**src/rtl/tratador_erro_pkg.sv**
```systemverilog
// tratador_erro_pkg: state encodings, counter limit and fault-code bit positions shared by the fault handler
package tratador_erro_pkg;
  localparam logic [1:0] NORMAL      = 2'd0;
  localparam logic [1:0] CONFIRMANDO = 2'd1;
  localparam logic [1:0] FALHA       = 2'd2;
  localparam logic [1:0] LIBERANDO   = 2'd3;
  localparam logic [7:0] CONT_MAX    = 8'd255;
  localparam int BIT_FRONTAL  = 3;
  localparam int BIT_DIREITO  = 2;
  localparam int BIT_ESQUERDO = 1;
  localparam int BIT_TRAZEIRO = 0;
  function automatic logic [7:0] inc_sat(input logic [7:0] v);
    return (v == CONT_MAX) ? v : v + 8'd1;
  endfunction
endpackage

```
**src/rtl/tratador_erro_contador_pisca.sv**
```systemverilog
// contador_pisca: blink timer counting 0..PISCA_CICLOS-1, pulsing Alternar for one cycle on each wrap
module contador_pisca
  import tratador_erro_pkg::*;
#(
  parameter int PISCA_CICLOS = 8
) (
  input  logic Clock,
  input  logic Reset,
  input  logic Habilitar,
  input  logic Reiniciar,
  output logic Alternar
);
  localparam logic [15:0] ULTIMO = 16'(PISCA_CICLOS - 1);
  logic [15:0] timer;
  assign Alternar = Habilitar && !Reiniciar && (timer == ULTIMO);
  always_ff @(posedge Clock) begin
    if (Reset || Reiniciar) timer <= 16'd0;
    else if (Habilitar) timer <= Alternar ? 16'd0 : timer + 16'd1;
  end
endmodule

```
**src/rtl/tratador_erro.sv**
```systemverilog
// tratador_erro: filters the sensor fault flag, latches the fault with a sensor snapshot, inhibits the motor and blinks the alarm
module tratador_erro
  import tratador_erro_pkg::*;
#(
  parameter int FILTRO_CICLOS = 4,
  parameter int PISCA_CICLOS  = 8
) (
  input  logic       Clock,
  input  logic       Reset,
  input  logic       Erro,
  input  logic       Sensor_Frontal,
  input  logic       Sensor_Direito,
  input  logic       Sensor_Esquerdo,
  input  logic       Sensor_Trazeiro,
  input  logic       Reconhecer,
  output logic       Motor_Habilitado,
  output logic       Alarme,
  output logic       Falha_Ativa,
  output logic [3:0] Codigo_Erro,
  output logic [7:0] Contador_Falhas
);
  localparam logic [7:0] FILTRO = 8'(FILTRO_CICLOS);
  logic [1:0] estado, prox;
  logic [7:0] filtro, filtro_prox;
  logic       entrada, alternar;
  logic [3:0] sensores;
  always_comb begin
    sensores = 4'd0;
    sensores[BIT_FRONTAL]  = Sensor_Frontal;
    sensores[BIT_DIREITO]  = Sensor_Direito;
    sensores[BIT_ESQUERDO] = Sensor_Esquerdo;
    sensores[BIT_TRAZEIRO] = Sensor_Trazeiro;
  end
  always_comb begin
    prox = estado;
    filtro_prox = 8'd0;
    case (estado)
      NORMAL: if (Erro) begin
        filtro_prox = 8'd1;
        prox = (FILTRO == 8'd1) ? FALHA : CONFIRMANDO;
      end
      CONFIRMANDO: if (Erro) begin
        filtro_prox = filtro + 8'd1;
        prox = (filtro + 8'd1 == FILTRO) ? FALHA : CONFIRMANDO;
      end else prox = NORMAL;
      FALHA:     prox = (Reconhecer && !Erro) ? LIBERANDO : FALHA;
      LIBERANDO: prox = Erro ? FALHA : (Reconhecer ? LIBERANDO : NORMAL);
      default:   prox = FALHA;
    endcase
  end
  assign entrada          = (prox == FALHA) && (estado != FALHA);
  assign Motor_Habilitado = (estado == NORMAL) || (estado == CONFIRMANDO);
  assign Falha_Ativa      = (estado == FALHA) || (estado == LIBERANDO);
  // timer is held at zero outside FALHA, so every entry starts a fresh half-period
  contador_pisca #(.PISCA_CICLOS(PISCA_CICLOS)) u_pisca (
    .Clock    (Clock),
    .Reset    (Reset),
    .Habilitar(estado == FALHA),
    .Reiniciar(estado != FALHA),
    .Alternar (alternar)
  );
  always_ff @(posedge Clock) begin
    if (Reset) begin
      estado          <= NORMAL;
      filtro          <= 8'd0;
      Alarme          <= 1'b0;
      Codigo_Erro     <= 4'd0;
      Contador_Falhas <= 8'd0;
    end else begin
      estado <= prox;
      filtro <= filtro_prox;
      if (entrada) begin
        Codigo_Erro     <= sensores;
        Contador_Falhas <= inc_sat(Contador_Falhas);
        Alarme          <= 1'b1;
      end else Alarme <= (prox != FALHA) ? 1'b0 : (alternar ? ~Alarme : Alarme);
    end
  end
endmodule
```
**config.mk**
```make
export PLATFORM = sky130hd
export DESIGN_NAME = tratador_erro
export DESIGN_NICKNAME = d
export VERILOG_FILES = /design/src/rtl/tratador_erro_pkg.sv /design/src/rtl/tratador_erro_contador_pisca.sv /design/src/rtl/tratador_erro.sv
export SDC_FILE = /design/constraint.sdc
export NUM_CORES = 1
export LEC_CHECK = 0
export ABC_AREA = 1
export BUFFER_PORTS_ARGS = -buffer_cell sky130_fd_sc_hd__clkbuf_2
export CELL_PAD_IN_SITES_DETAIL_PLACEMENT = 1
export CELL_PAD_IN_SITES_GLOBAL_PLACEMENT = 1
export CORE_ASPECT_RATIO = 2
export CORE_MARGIN = 2
export CORE_UTILIZATION = 37
export CTS_CLUSTER_DIAMETER = 120
export CTS_CLUSTER_SIZE = 12
export DETAILED_ROUTE_END_ITERATION = 8
export PLACE_DENSITY_LB_ADDON = 0.1
export SETUP_SLACK_MARGIN = 0.1
export SLEW_MARGIN = 20
export SYNTH_ARGS = -nofsm -noshare
export SYNTH_HDL_FRONTEND = slang
export SYNTH_HIERARCHICAL = 1
export SYNTH_SLANG_ARGS = --single-unit
```
**constraint.sdc**
```tcl
create_clock -name Clock -period 1.6 [get_ports Clock]
set_input_delay 0.24 -clock Clock [delete_from_list [all_inputs] [get_ports Clock]]
set_output_delay 0.24 -clock Clock [all_outputs]
set_load 0.03 [all_outputs]
```
== Yosys cells after proc, flatten, opt, wreduce, memory -nomap -nowiden ==
Cells that the tools add are included.

* Add/sub/neg operators: 3
* Eq/ne operators: 9
* Multiplexer cells: 14
* Bitwise operators: 2
* Reductions and logical operators: 12

{| class="wikitable"
|+ Operator list
! cell !! count
|-
| 16-bit by 1-bit adder with 16-bit output, second input constant || 1
|-
| 8-bit by 1-bit adder with 8-bit output, second input constant || 2
|-
| 16-bit by 3-bit == test with 1-bit output, second input constant || 1
|-
| 16-bit two-way mux || 1
|-
| 8-bit one-hot mux with 2 select lines || 1
|-
| 2-bit two-way mux || 5
|-
| 8-bit by 3-bit == test with 1-bit output, second input constant || 1
|-
| 8-bit == test, second input constant || 1
|-
| 8-bit two-way mux || 1
|-
| 2-bit one-hot mux with 4 select lines || 1
|-
| 2-bit == test, second input constant || 3
|-
| 1-bit two-way mux || 5
|-
| 1-bit logical AND || 4
|-
| 2-bit != test, second input constant || 2
|-
| 1-bit logical OR || 3
|-
| 3-bit nonzero test || 1
|-
| 2-bit by 1-bit == test with 1-bit output, second input constant || 1
|-
| 1-bit logical NOT || 2
|-
| 2-bit logical NOT || 1
|-
| 1-bit NOT || 2
|-
| 2-bit AND reduction || 1
|}

* Flip-flop bits (word level): 39

== Logic depth before layout (Yosys ltp) ==
* Depth after elaboration: 8
* Mapped depth: 13

== Cells and area by module ==
The synthesis kept the hierarchy.

{| class="wikitable"
|+ Modules (own cells, without submodules)
! module !! times used !! cells each !! area each (µm²)
|-
| tratador_erro || 1 || 157 || 1,134.8
|-
| contador_pisca || 1 || 145 || 945.9
|}

== Worst setup path before layout ==
No wires, ideal clock.

* Kind: register to register
* From: register estado[1]
* To: register Alarme
* Data arrival time: 1.789 ns
* Data required time: 1.484 ns
* Setup slack: -0.305 ns
* Stages on the path, launching flop included: 11
* Clock period less this slack: 1.905 ns
* Cell sequence: dfxtp_1 > inv_1 > nor2_1 > inv_1 > inv_1 > nand4_1 > nor2_1 > nand2_1 > nor3_1 > xor2_1 > o211a_1

* Cells in the longest elaborated chain, start to end: 5
* Elaborated cells between the ends (all ways): 16

{| class="wikitable"
|+ RTL lines
! item !! line !! text
|-
| start, declared || tratador_erro.sv:23 || <nowiki>logic [1:0] estado, prox;</nowiki>
|-
| start signal, assigned || tratador_erro.sv:70 || <nowiki>estado <= prox;</nowiki>
|-
| 2-bit != test || tratador_erro.sv:59 || <nowiki>.Reiniciar(estado != FALHA),</nowiki>
|-
| 1-bit logical NOT || tratador_erro_contador_pisca.sv:15 || <nowiki>assign Alternar = Habilitar && !Reiniciar && (timer == ULTIMO);</nowiki>
|-
| 1-bit logical AND (*) (2 in series) || tratador_erro_contador_pisca.sv:15 ||
|-
| via alternar || tratador_erro.sv:25 || <nowiki>logic entrada, alternar;</nowiki>
|-
| 3-bit nonzero test (no line) (*) || -- ||
|-
| end signal, assigned || tratador_erro.sv:76 || <nowiki>end else Alarme <= (prox != FALHA) ? 1'b0 : (alternar ? ~Alarme : Alarme);</nowiki>
|-
| end, declared || tratador_erro.sv:17 || <nowiki>output logic Alarme,</nowiki>
|}

The timed path passes the listed nets; every way through them passes the cells marked *.
A chain may end at the register's enable or synchronous reset.

== Final worst setup path ==
* From: register filtro[0]
* To: register Contador_Falhas[6]

* Cells in the longest elaborated chain, start to end: 8

{| class="wikitable"
|+ RTL lines
! item !! line !! text
|-
| start, declared || tratador_erro.sv:24 || <nowiki>logic [7:0] filtro, filtro_prox;</nowiki>
|-
| start signal, assigned || tratador_erro.sv:71 || <nowiki>filtro <= filtro_prox;</nowiki>
|-
| 8-bit by 1-bit adder with 8-bit output || tratador_erro.sv:44 || <nowiki>prox = (filtro + 8'd1 == FILTRO) ? FALHA : CONFIRMANDO;</nowiki>
|-
| 8-bit by 3-bit == test with 1-bit output || tratador_erro.sv:44 ||
|-
| 2-bit two-way mux || tratador_erro.sv:44 ||
|-
| 2-bit two-way mux || tratador_erro.sv:42 || <nowiki>CONFIRMANDO: if (Erro) begin</nowiki>
|-
| 2-bit one-hot mux with 4 select lines || tratador_erro.sv:37 || <nowiki>case (estado)</nowiki>
|-
| 2-bit == test || tratador_erro.sv:51 || <nowiki>assign entrada = (prox == FALHA) && (estado != FALHA);</nowiki>
|-
| 1-bit logical AND || tratador_erro.sv:51 ||
|-
| 2-bit AND reduction (no line) || -- ||
|-
| end signal, assigned || tratador_erro.sv:74 || <nowiki>Contador_Falhas <= inc_sat(Contador_Falhas);</nowiki>
|-
| end, declared || tratador_erro.sv:20 || <nowiki>output logic [7:0] Contador_Falhas</nowiki>
|}

No other way between the ends.

==> impl_metrics.toml <==
[outcome]
run_status = "finished, violations left"
violations = "negative setup slack"

[critical_path]
rr_worst_depth = 11
critPathKind = "register to register"
startpoint = "filtro[0]"
crit_family = "simple AND/OR/NAND/NOR gates"
critPathSlowestCell = "dfxtp_4"
cpMostUsedCell = "nand3_2"
r2r_slack_ps = -260
end_kind = "register"
path_buf_inv = 2
reg2reg_to = "Contador_Falhas[6]"
crit_required_ps = 1780
worstSetupPathDepth = 11
r2r-start = "filtro[0]"
critical_path_arrival_ps = 2040
cp_max_fo = 7
setup.worst_path.end = "Contador_Falhas[6]"
path_cells = "ha_4 -> inv_2 -> nor3_4 -> nand3_2 -> nor2_4 -> nand3_2 -> buf_6 -> a21oi_4 -> nand3_4 -> nand2_1 -> a21oi_1"
start_kind = "register"
critPathMaxStageDelay_ps = 390

[layout]
fin_area_um2 = 2900
final_common_cell = "nand2_1"
diodes = 0
final-seq-area_um2 = 801
finalNonFillerCells = 430
nNetsFinal = 380
layout_common_cells = "nand2_1 (49), nor2_1 (48), buf_4 (38)"
multi_input_area_um2 = 1340
drive_above_1_share = 0.384
area_growth_pct = 39.4
nFillCells = 701

[sta]
setup_slack_ps = -260
drv_slew = 0
rsz0062_at_grt = "yes"
fin_crit_ps = 1860
setup_viol = 15
fmax_ghz = 0.538
tightest_slew_ps = 342
hold_violations = 0
finClkSkew_ps = 7.46
relSlewSlack = 0.770
fin_hold_ws_ps = 160
fin_crit_sh = 1.16

[synth]
synth-edff-count = 0
syn-num-nets = 313
synth_cells = 302
synth_ff_type = "dfxtp_1"
ys_async_sr_fraction = 0
avgSynthCellArea_um2 = 6.89
seq_area_frac_synth = 0.375
ys.warnings.count = 6
ys_types = 32
ys_ff_latch = 39
syn_area_um2 = 2080

[global_routing]
antenna_found_initial = 0
grt_max_degree = 13
grt_pass1_wl_um = 10100
track_usage = 0.209
grt_pass1_vias = 2274
grt_overflow = 0

[placement]
portBuffers = 22
postPlaceCellArea_um2 = 2470
hpwlAfterDp_um = 4740
dp_slack_ps = -383
place_inst = 407
gp_congestion = 0.768

[route]
drc = 0
wire_per_inst_um = 14.7
dr.pass1.iters = 4
postRouteAntennaNets = 0
vias = 2181
drt_wl_total_um = 6310
dr.first_iter.drc_count = 53
vias_per_cell = 5.07

[run]
max_cap_violations = 0

[pwr]
leakage_nw = 1.23
power_density_nw_per_um2 = 587
finalPower_mw = 1.70
peakVddDrop_mv = 0.400

[clock_network]
cts.clk_slew.worst_paths_ps = 80
cts_buffers = 5
clockBufferDepth = 2
clk_latency_ps = 300
htreeDepth = 2
cts-hold-fix-buffers = 0
cts_tree = "yes"
clkSinkCount = 39
root_buffer = "clkbuf_8"

[floorplan]
die_height_um = 110
pin_count = 23
die_x_um = 57.0
design.core.area_um2 = 5420
dieArea_um2 = 6280
start_util = 0.384
num_rows = 38

[worst_hold_path]
hold_class = "primary input to register"
## through the flow
stage / TNS, ps / utilization
finish: -3220 / 0.535
global route: -5000 / 0.535
CTS: -3040 / 0.514
detailed placement: -4400 / 0.457
global placement: -3370 / 0.457
floorplan: -221 / -
## registers in the layout, indices dropped and copies added (netlist names)
signal,count
u_pisca/timer,16
Contador_Falhas,8
filtro,8
Codigo_Erro,4
estado,2
Alarme,1
## Yosys cell counts, types with 2 or more instances
library cell,number,area share
nand3_1,29,0.070
nor3_1,4,0.0096
a211oi_1,2,0.0072
o21ai_0,4,0.0096
xnor2_1,3,0.013
nand2_2,3,0.0090
or2_2,2,0.0060
o21bai_1,3,0.011
buf_2,2,0.0048
a21oi_1,18,0.043
nand4_1,4,0.012
xor2_1,10,0.042
clkbuf_1,2,0.0036
ha_1,3,0.018
nand3_2,4,0.019
dfxtp_1,39,0.38
nor2_2,3,0.0090
nand2_1,63,0.11
nor2_1,52,0.094
inv_1,37,0.067
nand3b_1,2,0.0072
nor2_4,3,0.016
## metal layers
metal	GRT usage	wire, µm	vias up
li1	-	-	1088
met1	0.177	2060	1066
met2	0.463	4040	17
met3	0.0268	98	10
met4	0.0698	117	0
met5	0	0	-
## what timing repair did
| item | 4_1_cts | 5_1_grt |
|---|---|---|
| pin swaps | 10 | 16 |
| setup buffers | 13 | 6 |
| gates resized for setup | 38 | 28 |
| setup endpoints to repair | 15 | 28 |
## layout make-up
class	instances	area share
inverter	38	0.0500
sequential	39	0.276
clock buffer	6	0.0250
clock inverter	2	0.00431
timing repair buffer	65	0.156
multi-input combinational	220	0.463
tap	60	0.0259
## cells by family (layout without fill, tap and decap cells)
logic type,after synthesis,count (layout),synth area share
and+or+nand+nor,173,173,0.382
buffers and inverters,43,111,0.0824
DFF,39,39,0.375
AOI/OAI and AO/OA,31,31,0.0872
xor gates and xnor gates,13,13,0.0547
adders and majority gates,3,3,0.0180
## report_power, final
group	internal, mW	switching (mW)	total, mW
registers	0.967	0.00534	0.972
logic	0.0231	0.0297	0.0527
clock network	0.305	0.373	0.678
total	1.30	0.408	1.70
## worst min path at each step
stage,from,end,slack [ps],depth (start not counted)
6_report,Sensor_Esquerdo,Codigo_Erro[1],160,3
5_1_grt,Sensor_Esquerdo,Codigo_Erro[1],170,3
4_1_cts,Sensor_Esquerdo,Codigo_Erro[1],160,3
3_5_place_dp,Sensor_Esquerdo,Codigo_Erro[1],480,3
3_3_place_gp,Sensor_Frontal,Codigo_Erro[3],470,3
2_1_floorplan,Sensor_Trazeiro,Codigo_Erro[0],370,2
## worst reg2reg max path, delay by kind of cell, from the launching register on
kind                       cells  cell delay [ps]
and+or+nand+nor                6              770
DFF                            1              390
AOI/OAI and AO/OA              2              210
buffers and inverters          2              190
adders and majority gates      1              180
(Power assumes the default switching activity.)
